`src/rtl/fetch_queue.sv`:
```
// In-order fetch-to-decode queue: compacts holey fetch groups into a circular buffer and retires decode-accepted prefixes.
// Optional same-cycle bypass from fetch to decode when empty: FETCH_QUEUE_BYPASS_EN.
`ifndef ADDR_WIDTH
`define ADDR_WIDTH 32
`endif

module fetch_queue #(
    parameter int WIDTH      = 2,
    parameter int DEPTH      = 8,
    parameter int ADDR_WIDTH = `ADDR_WIDTH
) (
    input  logic                          clk,
    input  logic                          reset,
    input  logic                          ext_flush,
    input  logic [WIDTH-1:0]              in_valid,
    input  logic [WIDTH*ADDR_WIDTH-1:0]   in_pc,
    input  logic [WIDTH*32-1:0]           in_instr,
    input  logic [WIDTH-1:0]              in_guesses_branch,
    input  logic [WIDTH*ADDR_WIDTH-1:0]   in_prediction,
    output logic                          in_ready,
    output logic [WIDTH-1:0]              out_valid,
    output logic [WIDTH*ADDR_WIDTH-1:0]   out_pc,
    output logic [WIDTH*32-1:0]           out_instr,
    output logic [WIDTH-1:0]              out_guesses_branch,
    output logic [WIDTH*ADDR_WIDTH-1:0]   out_prediction,
    input  logic [WIDTH-1:0]              out_ready,
    output logic [$clog2(DEPTH):0]        count
);
    localparam int PW = $clog2(DEPTH);
    localparam int CW = PW + 1;

    logic [ADDR_WIDTH-1:0] mem_pc   [DEPTH];
    logic [31:0]           mem_instr[DEPTH];
    logic [ADDR_WIDTH-1:0] mem_pred [DEPTH];
    logic [DEPTH-1:0]      mem_gb;

    logic [PW-1:0] head;
    logic [PW-1:0] tail;
    logic [CW-1:0] off [WIDTH];
    logic [CW-1:0] npush;
    logic [CW-1:0] pops;
    logic [CW-1:0] skip;
    logic          push_en;
    logic          bypass;
    logic          run;

    // Credit is taken from the registered count only, so out_ready never reaches in_ready.
    assign in_ready = reset && (count <= CW'(DEPTH - WIDTH));
    assign push_en  = in_ready && !ext_flush;

`ifdef FETCH_QUEUE_BYPASS_EN
    assign bypass = push_en && (count == '0);
`else
    assign bypass = 1'b0;
`endif

    // Each valid lane lands at its rank among the valid lanes below it.
    always_comb begin
        npush = '0;
        for (int i = 0; i < WIDTH; i++) begin
            off[i] = npush;
            npush  = npush + CW'(in_valid[i]);
        end
    end

    always_comb begin
        for (int j = 0; j < WIDTH; j++) begin
            out_valid[j]                          = reset && !ext_flush && (count > CW'(j));
            out_pc[j*ADDR_WIDTH +: ADDR_WIDTH]    = mem_pc[head + PW'(j)];
            out_instr[j*32 +: 32]                 = mem_instr[head + PW'(j)];
            out_guesses_branch[j]                 = mem_gb[head + PW'(j)];
            out_prediction[j*ADDR_WIDTH +: ADDR_WIDTH] = mem_pred[head + PW'(j)];
        end
`ifdef FETCH_QUEUE_BYPASS_EN
        if (bypass) begin
            for (int j = 0; j < WIDTH; j++) begin
                out_valid[j]                          = npush > CW'(j);
                out_pc[j*ADDR_WIDTH +: ADDR_WIDTH]    = '0;
                out_instr[j*32 +: 32]                 = '0;
                out_guesses_branch[j]                 = 1'b0;
                out_prediction[j*ADDR_WIDTH +: ADDR_WIDTH] = '0;
                for (int i = 0; i < WIDTH; i++) begin
                    if (in_valid[i] && off[i] == CW'(j)) begin
                        out_pc[j*ADDR_WIDTH +: ADDR_WIDTH]    = in_pc[i*ADDR_WIDTH +: ADDR_WIDTH];
                        out_instr[j*32 +: 32]                 = in_instr[i*32 +: 32];
                        out_guesses_branch[j]                 = in_guesses_branch[i];
                        out_prediction[j*ADDR_WIDTH +: ADDR_WIDTH] = in_prediction[i*ADDR_WIDTH +: ADDR_WIDTH];
                    end
                end
            end
        end
`endif
    end

    // Only the lowest contiguous run of accepted lanes retires.
    always_comb begin
        pops = '0;
        run  = 1'b1;
        for (int j = 0; j < WIDTH; j++) begin
            run  = run & out_valid[j] & out_ready[j];
            pops = pops + CW'(run);
        end
    end

    // Bypassed lanes taken by decode are never written.
    assign skip = bypass ? pops : '0;

    always_ff @(posedge clk) begin
        if (push_en) begin
            for (int i = 0; i < WIDTH; i++) begin
                if (in_valid[i] && off[i] >= skip) begin
                    mem_pc[tail + PW'(off[i] - skip)]    <= in_pc[i*ADDR_WIDTH +: ADDR_WIDTH];
                    mem_instr[tail + PW'(off[i] - skip)] <= in_instr[i*32 +: 32];
                    mem_gb[tail + PW'(off[i] - skip)]    <= in_guesses_branch[i];
                    mem_pred[tail + PW'(off[i] - skip)]  <= in_prediction[i*ADDR_WIDTH +: ADDR_WIDTH];
                end
            end
        end
    end

    always_ff @(posedge clk) begin
        if (!reset || ext_flush) begin
            head  <= '0;
            tail  <= '0;
            count <= '0;
        end else begin
            if (push_en) begin
                tail <= tail + PW'(npush - skip);
            end
            head  <= head + PW'(pops - skip);
            count <= count + (push_en ? npush : '0) - pops;
        end
    end
endmodule

```
`config.mk`:
```
export PLATFORM = sky130hd
export DESIGN_NAME = fetch_queue
export DESIGN_NICKNAME = d
export VERILOG_FILES = /design/src/rtl/fetch_queue.sv
export SDC_FILE = /design/constraint.sdc
export NUM_CORES = 2
export LEC_CHECK = 0
export BUFFER_PORTS_ARGS = -buffer_cell sky130_fd_sc_hd__buf_4
export CAP_MARGIN = 10
export CORE_ASPECT_RATIO = 1.5
export CORE_MARGIN = 2
export CORE_UTILIZATION = 55
export CTS_CLUSTER_SIZE = 10
export DETAILED_ROUTE_END_ITERATION = 12
export PLACE_DENSITY_LB_ADDON = 0.12
export SYNTH_ARGS = -nofsm -noshare
export SYNTH_HDL_FRONTEND = slang
export SYNTH_SLANG_ARGS = --single-unit
```
`constraint.sdc`:
```
create_clock -name clk -period 8.2 [get_ports clk]
set_clock_uncertainty 0.2 [all_clocks]
set_input_delay 1.64 -clock clk [delete_from_list [all_inputs] [get_ports clk]]
set_output_delay 1.64 -clock clk [all_outputs]
set_load 0.02 [all_outputs]
```
==> summary.md <==
| Metric | Value |
|---|---|
| Crit. End Element | output port |
| DP HPWL | 72000 µm |
| Period minus WS final | 5.97 ns |
| Most common cell after layout, fill and taps aside | edfxtp_1 |
| Setup Viol. Count Final | 0 |
| # port buffers | 401 |
| Peak supply drop | 0.181 mV |
| Starting Density | 55.6% |
| EDFF count, synth | 776 |
| CTS max path bufs | 3 |
| Worst r2r path cells | 9 |
| Worst-Margin Slew | 1.27 ns |
| Mapped Area | 0.0459 mm² |
| Final cell count without fillers | 3954 |
| # IOs | 402 |
| Period utilization | 72.8% |
| CTS Hold Bufs | 0 |
| All-Layer GR Usage | 29.7% |
| Critical Path RT | 6.36 ns |
| RSZ-0062 raised after global routing | false |
| Ratio of cells with drive above 1 in the final layout | 67.0% |
| Dpl cells | 3826 |
| CTS Buf Count | 89 |
| 1st-iter DRT viols | 1817 |
| Final core occ | 63.2% |
| Final Slew Violations | 0 |
| R2r endpoint | mem_instr[5][13] |
| Leak Pwr | 17.9 nW |
| Design area | 0.0523 mm² |
| Highest-count cells in the layout ignoring fill and taps | edfxtp_1 (776), mux2_2 (735), buf_4 (433) |
| Synth cell types | 44 |
| Per-cell routed wire length | 31.9 µm |
| Final hold viol count | 0 |
| Pwr Total | 9.05 mW |
| YS warnings | 0 |
| Post-cts repair resize count | 0 |
| Area leader, netlist | edfxtp_1 |
| Post-synth top area share | 50.7% |
| Min Hold Slack | 0.417 ns |
| First-pass GRT wire length | 185000 µm |
| Setup TNS | 0 ns |
| Drt pass-1 iters | 7 |
| Die area | 0.0859 mm² |
| Worst Path Max Fanout | 140 |
| Asr flop ratio synth | 0% |
| DRC | 0 |
| Main synth FF type | edfxtp_1 |
| Setup slack after layout | 2.23 ns |
| Via count | 26100 |
| Final ANT Viol Nets | 0 |
| Root Buffer | clkbuf_16 |
| Die W | 240 µm |
| Max-Slew Margin vs Limit | 15.5% |
| Detailed Route WL | 126000 µm |
| Post-CTS Setup Inserts | 0 |
| Core area | 0.0826 mm² |
| Area contributors post-synth | edfxtp_1 (51%), mux4_2 (19%), mux2_2 (18%), mux2_4 (6.5%), buf_2 (1.1%) |
| Worst hold path class | flop to flop |
| Nets@finish | 3022 |
| Total grt overflow | 0 |
| CTS tree | done |
| Die height | 358 µm |
| Max_cap viols | 0 |
| Cell Area, Placed | 0.0498 mm² |
| Placer Congestion | 0.828 |
| Largest net degree at the start of global routing | 142 |
| PD cells | 173 mW/mm² |
| Layout area overhead | 13.8% |
| WS Path Type | flop to output port |
| H-tree Lvls | 3 |
| CP startpoint kind | flop |
| Row cnt | 129 |
| CP endpoint | out_instr[10] |
| Initial antenna violation count | 30 |
| Worst R2R Setup Slack | 4.06 ns |
| WP data arrival | 4.13 ns |
| Ratio of routed vias to standard cells | 6.61 |
| Clock latency at the later pin of the worst-skew pair | 0.63 ns |
| Sequential element share of the synthesized area | 51.2% |
| RR Startpoint | count[3] |
| Clock sink total | 786 |
| Setup crit start | head[0] |
| Post-synth net total | 2682 |
| Maximum clock rate | 167 MHz |
| Clock-pin slew of the registers on the worst-case setup and hold paths | 0.05 ns |
| Synth Register Bits | 786 |
| Outcome | completed |
| Vias in the first global route | 28200 |
| Avg Cell Area, Syn | 18.6 µm² |
| Min-delay src | tail[1] |
| Post-Synthesis Cells | 2464 |
| Pre-CTS setup slack | 2.83 ns |
-- synthesized netlist by cell type (all sizes together), types with 6 or more instances --
cell / number
ha: 13
nand3: 9
a21oi: 15
nor2: 17
mux4: 388
nand2: 18
clkbuf: 32
edfxtp: 776
inv: 14
and2: 6
dfxtp: 10
buf: 163
mux2: 962
mux2i: 8
-- cell families (layout without fill, tap and decap cells) --
kind of cell	count (synthesis)	in the layout	synth area share [%]
buf+inv	209	567	2.58
simple gates	64	64	0.839
other cells	0	19	0
mux	1358	1358	44.4
compound gates	23	23	0.270
xor+xnor	7	7	0.166
fa+ha+maj	17	17	0.529
flops	786	786	51.2
-- where the power goes --
part	internal, mW	switching, mW	leakage, nW	total, mW
clock network	2.00	1.52	1.18	3.52
registers	4.51	0.0349	7.09	4.54
logic	0.508	0.478	9.63	0.986
total	7.01	2.03	17.9	9.05
-- critical path, stage by stage (launching register included) --
cell and delay (ns):
dfxtp_4 0.66, buf_12 0.56, buf_4 0.81, mux4_2 0.60, mux2_2 0.32, buf_4 0.17
-- routing by layer --
| layer | global-route usage [%] | wire [µm] |
|---|---|---|
| met5 | 0 | 143 |
| met4 | 11.0 | 3330 |
| met3 | 7.10 | 10300 |
| met2 | 51.4 | 65500 |
| met1 | 36.2 | 46900 |
-- worst min path at each step --
stage	endpoint	depth (start not counted)
floorplan	tail[0]	2
global placement	tail[0]	2
detailed placement	tail[1]	2
CTS	tail[1]	2
global route	tail[1]	2
finish	tail[1]	2
-- registers in the layout (all words and copies together), names as in the netlist --
signal / count
count: 4
head: 3
mem_gb: 8
mem_instr: 256
mem_pc: 256
mem_pred: 256
tail: 3
-- cell type report --
cell class                      count  area [µm²]
Fill cell                        6040       30400
Sequential cell                   786       23500
Multi-Input combinational cell   1469       21400
Timing Repair Buffer              444        3470
Clock buffer                      103        2360
Tap cell                         1113        1390
Inverter                           14        52.6
Antenna cell                       19        47.5
Clock inverter                      6        35.0
Power figures use the tool's default switching activity.
